$ cat src/rtl/key_event_decoder_pkg.sv
// Shared state encodings, default timing constants and constant helpers
// for the key event decoder and other key-consuming blocks.
package key_event_decoder_pkg;

  typedef enum logic [2:0] {
    IDLE           = 3'd0,
    PRESSED        = 3'd1,
    LONG_HELD      = 3'd2,
    WAIT_SECOND    = 3'd3,
    SECOND_PRESSED = 3'd4
  } state_t;

  localparam int LONG_MS_DEF   = 1000;
  localparam int DCLICK_MS_DEF = 300;
  localparam int REPEAT_MS_DEF = 200;

  function automatic int clog2(input int v);
    int r;
    int x;
    r = 0;
    x = v - 1;
    while (x > 0) begin
      r = r + 1;
      x = x >> 1;
    end
    return r;
  endfunction

  function automatic int max3(input int a, input int b, input int c);
    int m;
    m = (a > b) ? a : b;
    return (m > c) ? m : c;
  endfunction

endpackage

$ cat src/rtl/key_edge_detect.sv
// Registers the previous "pressed" sample and flags press/release edges.
// Reusable by any block that consumes the debounced key level.
module key_edge_detect (
  input  logic clk_1KHz,
  input  logic rst,
  input  logic act,
  output logic pe,
  output logic re
);

  logic key_d;

  always_ff @(posedge clk_1KHz or posedge rst) begin
    if (rst) key_d <= 1'b0;
    else     key_d <= act;
  end

  // key_d resets inactive so a key held through reset yields a press edge
  assign pe = act & ~key_d;
  assign re = ~act & key_d;

endmodule

$ cat src/rtl/key_event_decoder.sv
// Turns the debounced key level into one-cycle event pulses
// (press, release, short, long, double, repeat) plus an event counter.
//
// state          | meaning
// IDLE           | key released, nothing pending
// PRESSED        | first press, timing toward long press
// LONG_HELD      | long press reached, auto-repeat running
// WAIT_SECOND    | released after short press, waiting for a second press
// SECOND_PRESSED | second press of a double click, waiting for release
module key_event_decoder
  import key_event_decoder_pkg::*;
#(
  parameter logic ACTIVE_LEVEL = 1'b1,
  parameter int   LONG_MS      = LONG_MS_DEF,
  parameter int   DCLICK_MS    = DCLICK_MS_DEF,
  parameter int   REPEAT_MS    = REPEAT_MS_DEF
) (
  input  logic       clk_1KHz,
  input  logic       rst,
  input  logic       key_level,
  output logic       press_pulse,
  output logic       release_pulse,
  output logic       short_pulse,
  output logic       long_pulse,
  output logic       double_pulse,
  output logic       repeat_pulse,
  output logic       holding,
  output logic [7:0] event_cnt
);

  localparam int TW = clog2(max3(LONG_MS, DCLICK_MS, REPEAT_MS)) + 1;
  localparam logic [TW-1:0] TMAX       = '1;
  localparam logic [TW-1:0] LONG_TC    = TW'(LONG_MS - 1);
  localparam logic [TW-1:0] DCLICK_TC  = TW'(DCLICK_MS - 1);
  localparam logic [TW-1:0] REPEAT_TC  = TW'(REPEAT_MS - 1);

  logic act;
  logic pe;
  logic re;

  state_t          state;
  logic [TW-1:0]   timer;

  assign act = (key_level == ACTIVE_LEVEL);

  key_edge_detect u_edge (
    .clk_1KHz (clk_1KHz),
    .rst      (rst),
    .act      (act),
    .pe       (pe),
    .re       (re)
  );

  always_ff @(posedge clk_1KHz or posedge rst) begin
    if (rst) begin
      state         <= IDLE;
      timer         <= '0;
      press_pulse   <= 1'b0;
      release_pulse <= 1'b0;
      short_pulse   <= 1'b0;
      long_pulse    <= 1'b0;
      double_pulse  <= 1'b0;
      repeat_pulse  <= 1'b0;
      holding       <= 1'b0;
      event_cnt     <= 8'd0;
    end else begin
      press_pulse   <= pe;
      release_pulse <= re;
      short_pulse   <= 1'b0;
      long_pulse    <= 1'b0;
      double_pulse  <= 1'b0;
      repeat_pulse  <= 1'b0;
      holding       <= 1'b0;
      // transitions below override this with a clear
      timer         <= (timer == TMAX) ? timer : timer + 1'b1;

      case (state)
        IDLE: begin
          if (pe) begin
            state <= PRESSED;
            timer <= '0;
          end
        end
        PRESSED: begin
          if (re) begin
            state <= WAIT_SECOND;
            timer <= '0;
          end else if (timer == LONG_TC) begin
            state      <= LONG_HELD;
            timer      <= '0;
            long_pulse <= 1'b1;
            holding    <= 1'b1;
            event_cnt  <= event_cnt + 8'd1;
          end
        end
        LONG_HELD: begin
          if (re) begin
            state <= IDLE;
            timer <= '0;
          end else begin
            holding <= 1'b1;
            if (timer == REPEAT_TC) begin
              repeat_pulse <= 1'b1;
              timer        <= '0;
            end
          end
        end
        WAIT_SECOND: begin
          if (pe) begin
            state <= SECOND_PRESSED;
            timer <= '0;
          end else if (timer == DCLICK_TC) begin
            state       <= IDLE;
            timer       <= '0;
            short_pulse <= 1'b1;
            event_cnt   <= event_cnt + 8'd1;
          end
        end
        SECOND_PRESSED: begin
          if (re) begin
            state        <= IDLE;
            timer        <= '0;
            double_pulse <= 1'b1;
            event_cnt    <= event_cnt + 8'd1;
          end
        end
        default: begin
          state <= IDLE;
          timer <= '0;
        end
      endcase
    end
  end

endmodule
$ cat config.mk
export PLATFORM = sky130hd
export DESIGN_NAME = key_event_decoder
export DESIGN_NICKNAME = d
export VERILOG_FILES = /design/src/rtl/key_event_decoder_pkg.sv /design/src/rtl/key_edge_detect.sv /design/src/rtl/key_event_decoder.sv
export SDC_FILE = /design/constraint.sdc
export NUM_CORES = 1
export LEC_CHECK = 0
export ABC_AREA = 0
export BUFFER_PORTS_ARGS = -buffer_cell sky130_fd_sc_hd__buf_2
export CAP_MARGIN = 15
export CORE_ASPECT_RATIO = 0.5
export CORE_UTILIZATION = 45
export DETAILED_ROUTE_END_ITERATION = 6
export GPL_ROUTABILITY_DRIVEN = 0
export PLACE_DENSITY_LB_ADDON = 0.1
export SKIP_LAST_GASP = 1
export SYNTH_ARGS = -nofsm -noshare
export SYNTH_HDL_FRONTEND = slang
export SYNTH_SLANG_ARGS = --single-unit
$ cat constraint.sdc
create_clock -name clk_1KHz -period 2.5 [get_ports clk_1KHz]
set_clock_uncertainty 0.05 [all_clocks]
set_input_delay 0.25 -clock clk_1KHz [delete_from_list [all_inputs] [get_ports clk_1KHz]]
set_output_delay 0.25 -clock clk_1KHz [all_outputs]
set_load 0.01 [all_outputs]
==> summary.md <==
• 2 — H-Tree Depth
• finished, violations left — run status
• 1091 — vias in the first global route
• 39.8% — share of total power in sequential cells
• 2.62 ns — data required time of the worst path
• 751 µm² — Reg area
• 7 — maximum fanout encountered on the critical timing path
• 446 MHz — Fmax achieved
• 1970 µm — half-perimeter wire length after detailed placement
• 18.6% — Tot GR Track Use
• 1.10 mW — Cell Int Power
• 28.5% — proportion of power drawn by the clock network
• 31 — largest net degree at the start of global routing
• 30 — post-synthesis register bit count
• 0 ns — Total Negative Setup Slacks
• 5.37 — vias per cell
• sky130_fd_sc_hd__clkbuf_8 — Clock Tree Root
• 2.24 ns — Period minus WS final
• 2.36 ns — arrival time of data at the critical path endpoint
• 21.3% — fraction of final layout cells sized beyond drive strength 1
• no — RSZ-0062 raised after global routing
• primary input to flip-flop — Hold Crit Class
• 84.0 µm — Die Width
• 31.6% — Comb power frac
• 63.5% — remaining max-slew budget at the tightest pin
• 6 — Initial DRT Pass Iterations
• done — TritonCTS clock tree
• 0 — final hold violation count
• 14 — floorplan row count
• 17 — number of I/O port buffers
• 0.28 ns — latest clock arrival within the worst-skew pair
• 43.0 µm — vertical extent of the die
• 265 — filler cell count in the final layout
• 736 µm² — area of the multi-input gates
• 1510 µm² — cell area after synthesis
• 10.7 µm² — synthesized area per cell
• 79 — drt first-iter violations
• 3100 µm² — Floorplan Core Area
• 173 — # nets final
• 0 — count of final max-slew check failures
• 5 — clock buffer count from CTS
• 0.0787 ns — Post-Route Hold Slack
• 5080 µm — global-route wire length before repair
• 147 — Synth Net Count
• 49.6% — sequential cell area fraction in the yosys report
• 18.0% — Syn-to-layout area delta
• DRC — violated checks
• 41 — unique cell type count in the Yosys netlist
• sky130_fd_sc_hd__dfrtp_1 — top cell type by total area after synthesis
• 0 — Warnings, synthesis
• 0.586 mW — Sw Pwr
• 2800 µm — overall routed net length
• 0.319 mV — maximum resistive drop on vdd
• 0 — total inserted antenna cells
• 0.548 ns — Least-Margin Pin Slew
• 34.8% — proportion of total power due to net switching
• 0 — Setup violations, final
• 89.7% — period utilisation layout
• 0 — number of gates resized after cts
• 13.4 µm — average detailed-routed wire length per instance
• 0.855 nW — static leakage power
• 142 — number of instances in the synthesized netlist
• flip-flop — critical path endpoint category
• 5 — post-route DRC violation count
• 0.07 ns — clock-pin slew on the worst setup and hold paths
• 943 nW/µm² — pwr/cell area
• flip-flop to flip-flop — type of the worst setup path
• 18 — # IOs
• 1122 — vias after detailed routing
• 0 — antenna violations before repair
• flip-flop — Critical Path Start Type
• sky130_fd_sc_hd__dfrtp_1 (50%), sky130_fd_sc_hd__xor2_1 (5.2%), sky130_fd_sc_hd__nand3_1 (4.0%), sky130_fd_sc_hd__nor2_1 (3.7%), sky130_fd_sc_hd__nor4b_4 (3.1%) — most area-consuming cells after synthesis
• 30 — number of clock sinks
• 0 — number of maximum-capacitance constraint violations
• 48.8% — Starting Density
• 3610 µm² — die outline area
• 49.6% — share of the synthesized area in the top cell type
• 0 — post-route antenna net violation count
• 2 — number of buffers between clock root and the deepest sink
• 0 — remaining global-route overflow
[metal layers]
layer / global-route usage, % / part of all wire [%] / vias up
li1: - / - / 562
met1: 23.9 / 50 / 539
met2: 29.3 / 45 / 19
met3: 6.42 / 4.3 / 2
met4: 7.24 / 0.61 / 0
met5: 0 / 0 / -
[power by group through the flow]
stage          sequential [mW]  clock [mW]  combinational (mW)
6_report                 0.671       0.480               0.532
5_1_grt                  0.692       0.514               0.599
2_1_floorplan            0.687           0               0.360
3_3_place_gp             0.680           0               0.526
4_1_cts                  0.672       0.492               0.539
3_5_place_dp             0.681           0               0.537
[cell families after synthesis]
family,Yosys count,share of synthesized area (%)
AOI/OAI and AO/OA,17,8.60
xor gates and xnor gates,11,6.37
adders and majority gates,2,1.65
buffers and inverters,7,1.74
DFF,30,49.6
muxes,3,2.07
and+or+nand+nor,72,29.9
[stage by stage]
stage / cell area [µm²] / instances / setup WS (ns) / total power [mW] / util [%]
finish: 1790 / 209 / 0.257 / 1.68 / 57.6
global route: 1790 / 209 / 0.0931 / 1.80 / 57.6
CTS: 1790 / 209 / 0.242 / 1.70 / 57.6
detailed placement: 1670 / 200 / 0.250 / 1.22 / 53.8
global placement: 1670 / 200 / 0.305 / 1.21 / 53.8
floorplan: 1510 / 142 / 0.371 / 1.05 / -
[registers in the layout, summed over array words and instances (netlist names)]
signal and count:
state 3, u_edge.key_d 1, press_pulse 1, event_cnt 8, repeat_pulse 1, long_pulse 1, short_pulse 1, timer 11
double_pulse 1, holding 1, release_pulse 1
[cells in the final DEF (no fill, tap or decap), types with 3 or more instances in the layout]
cell	instances
sky130_fd_sc_hd__dfrtp_1	30
sky130_fd_sc_hd__nand2b_1	3
sky130_fd_sc_hd__inv_1	3
sky130_fd_sc_hd__o21ai_1	3
sky130_fd_sc_hd__buf_2	17
sky130_fd_sc_hd__nor3_1	6
sky130_fd_sc_hd__xor2_1	9
sky130_fd_sc_hd__a211oi_1	3
sky130_fd_sc_hd__nand2_1	9
sky130_fd_sc_hd__clkbuf_8	5
sky130_fd_sc_hd__a21oi_1	3
sky130_fd_sc_hd__nor4_1	4
sky130_fd_sc_hd__nor2_1	15
sky130_fd_sc_hd__nor2b_1	3
sky130_fd_sc_hd__buf_4	4
sky130_fd_sc_hd__nand3_1	12
[synthesized netlist by cell type]
master	n
sky130_fd_sc_hd__nor3_1	6
sky130_fd_sc_hd__and3b_1	1
sky130_fd_sc_hd__a32oi_2	1
sky130_fd_sc_hd__mux2_1	1
sky130_fd_sc_hd__inv_2	1
sky130_fd_sc_hd__nand4bb_1	1
sky130_fd_sc_hd__nor4b_4	2
sky130_fd_sc_hd__nor4_4	1
sky130_fd_sc_hd__xnor2_1	2
sky130_fd_sc_hd__and2_1	2
sky130_fd_sc_hd__o21ba_1	1
sky130_fd_sc_hd__nor4_1	4
sky130_fd_sc_hd__o21ai_0	1
sky130_fd_sc_hd__o22ai_1	2
sky130_fd_sc_hd__ha_1	2
sky130_fd_sc_hd__nor2_1	15
sky130_fd_sc_hd__nor4bb_1	2
sky130_fd_sc_hd__or4bb_1	1
sky130_fd_sc_hd__or4_4	1
sky130_fd_sc_hd__o21ai_1	3
sky130_fd_sc_hd__nand4_1	1
sky130_fd_sc_hd__a21boi_0	1
sky130_fd_sc_hd__nand2b_1	3
sky130_fd_sc_hd__and4_1	1
sky130_fd_sc_hd__o41ai_1	1
sky130_fd_sc_hd__xor2_1	9
sky130_fd_sc_hd__mux2i_1	2
sky130_fd_sc_hd__nor2b_1	3
sky130_fd_sc_hd__dfrtp_1	30
sky130_fd_sc_hd__or4_1	2
sky130_fd_sc_hd__nand3b_1	1
sky130_fd_sc_hd__and3_1	2
sky130_fd_sc_hd__nand3_1	12
sky130_fd_sc_hd__o211a_4	1
sky130_fd_sc_hd__clkbuf_1	3
sky130_fd_sc_hd__nor3b_1	1
sky130_fd_sc_hd__inv_1	3
sky130_fd_sc_hd__nand2_1	9
sky130_fd_sc_hd__a21oi_1	3
sky130_fd_sc_hd__a211oi_1	3
sky130_fd_sc_hd__or3b_1	1
[final cells by class]
type | count | share of cell area (%)
Clock inverter | 3 | 2.24
Clock buffer | 5 | 3.85
Inverter | 4 | 0.841
Multi-Input combinational cell | 105 | 41.2
Sequential cell | 30 | 42.0
Tap cell | 40 | 2.80
Timing Repair Buffer | 22 | 7.01
[worst paths after layout]
check	startpoint	endpoint	slack, ns	depth (start not counted)
min in group asynchronous	rst	event_cnt[0]	0.53	4
max in group asynchronous	rst	timer[1]	1.59	4
worst max register to register	timer[10]	event_cnt[1]	0.26	5
worst min-delay path	key_level	u_edge.key_d	0.08	1
worst min register to register	event_cnt[7]	event_cnt[7]	0.43	1
worst max-delay path	timer[10]	event_cnt[1]	0.26	5
[what timing repair did]
item | 4_1_cts | 5_1_grt
setup endpoints to repair | 0 | 0
hold buffers | 1 | 0
hold endpoints to repair | 30 | 0
buffers inserted | 0 | 0
[worst max-delay path, stage by stage, from the launching register on]
cell and delay (ns):
sky130_fd_sc_hd__dfrtp_1 0.43, sky130_fd_sc_hd__nand4bb_1 0.24, sky130_fd_sc_hd__or4_4 0.58, sky130_fd_sc_hd__o211a_4 0.31, sky130_fd_sc_hd__nor2_1 0.19, sky130_fd_sc_hd__mux2_1 0.34
Power figures use the tool's default switching activity.
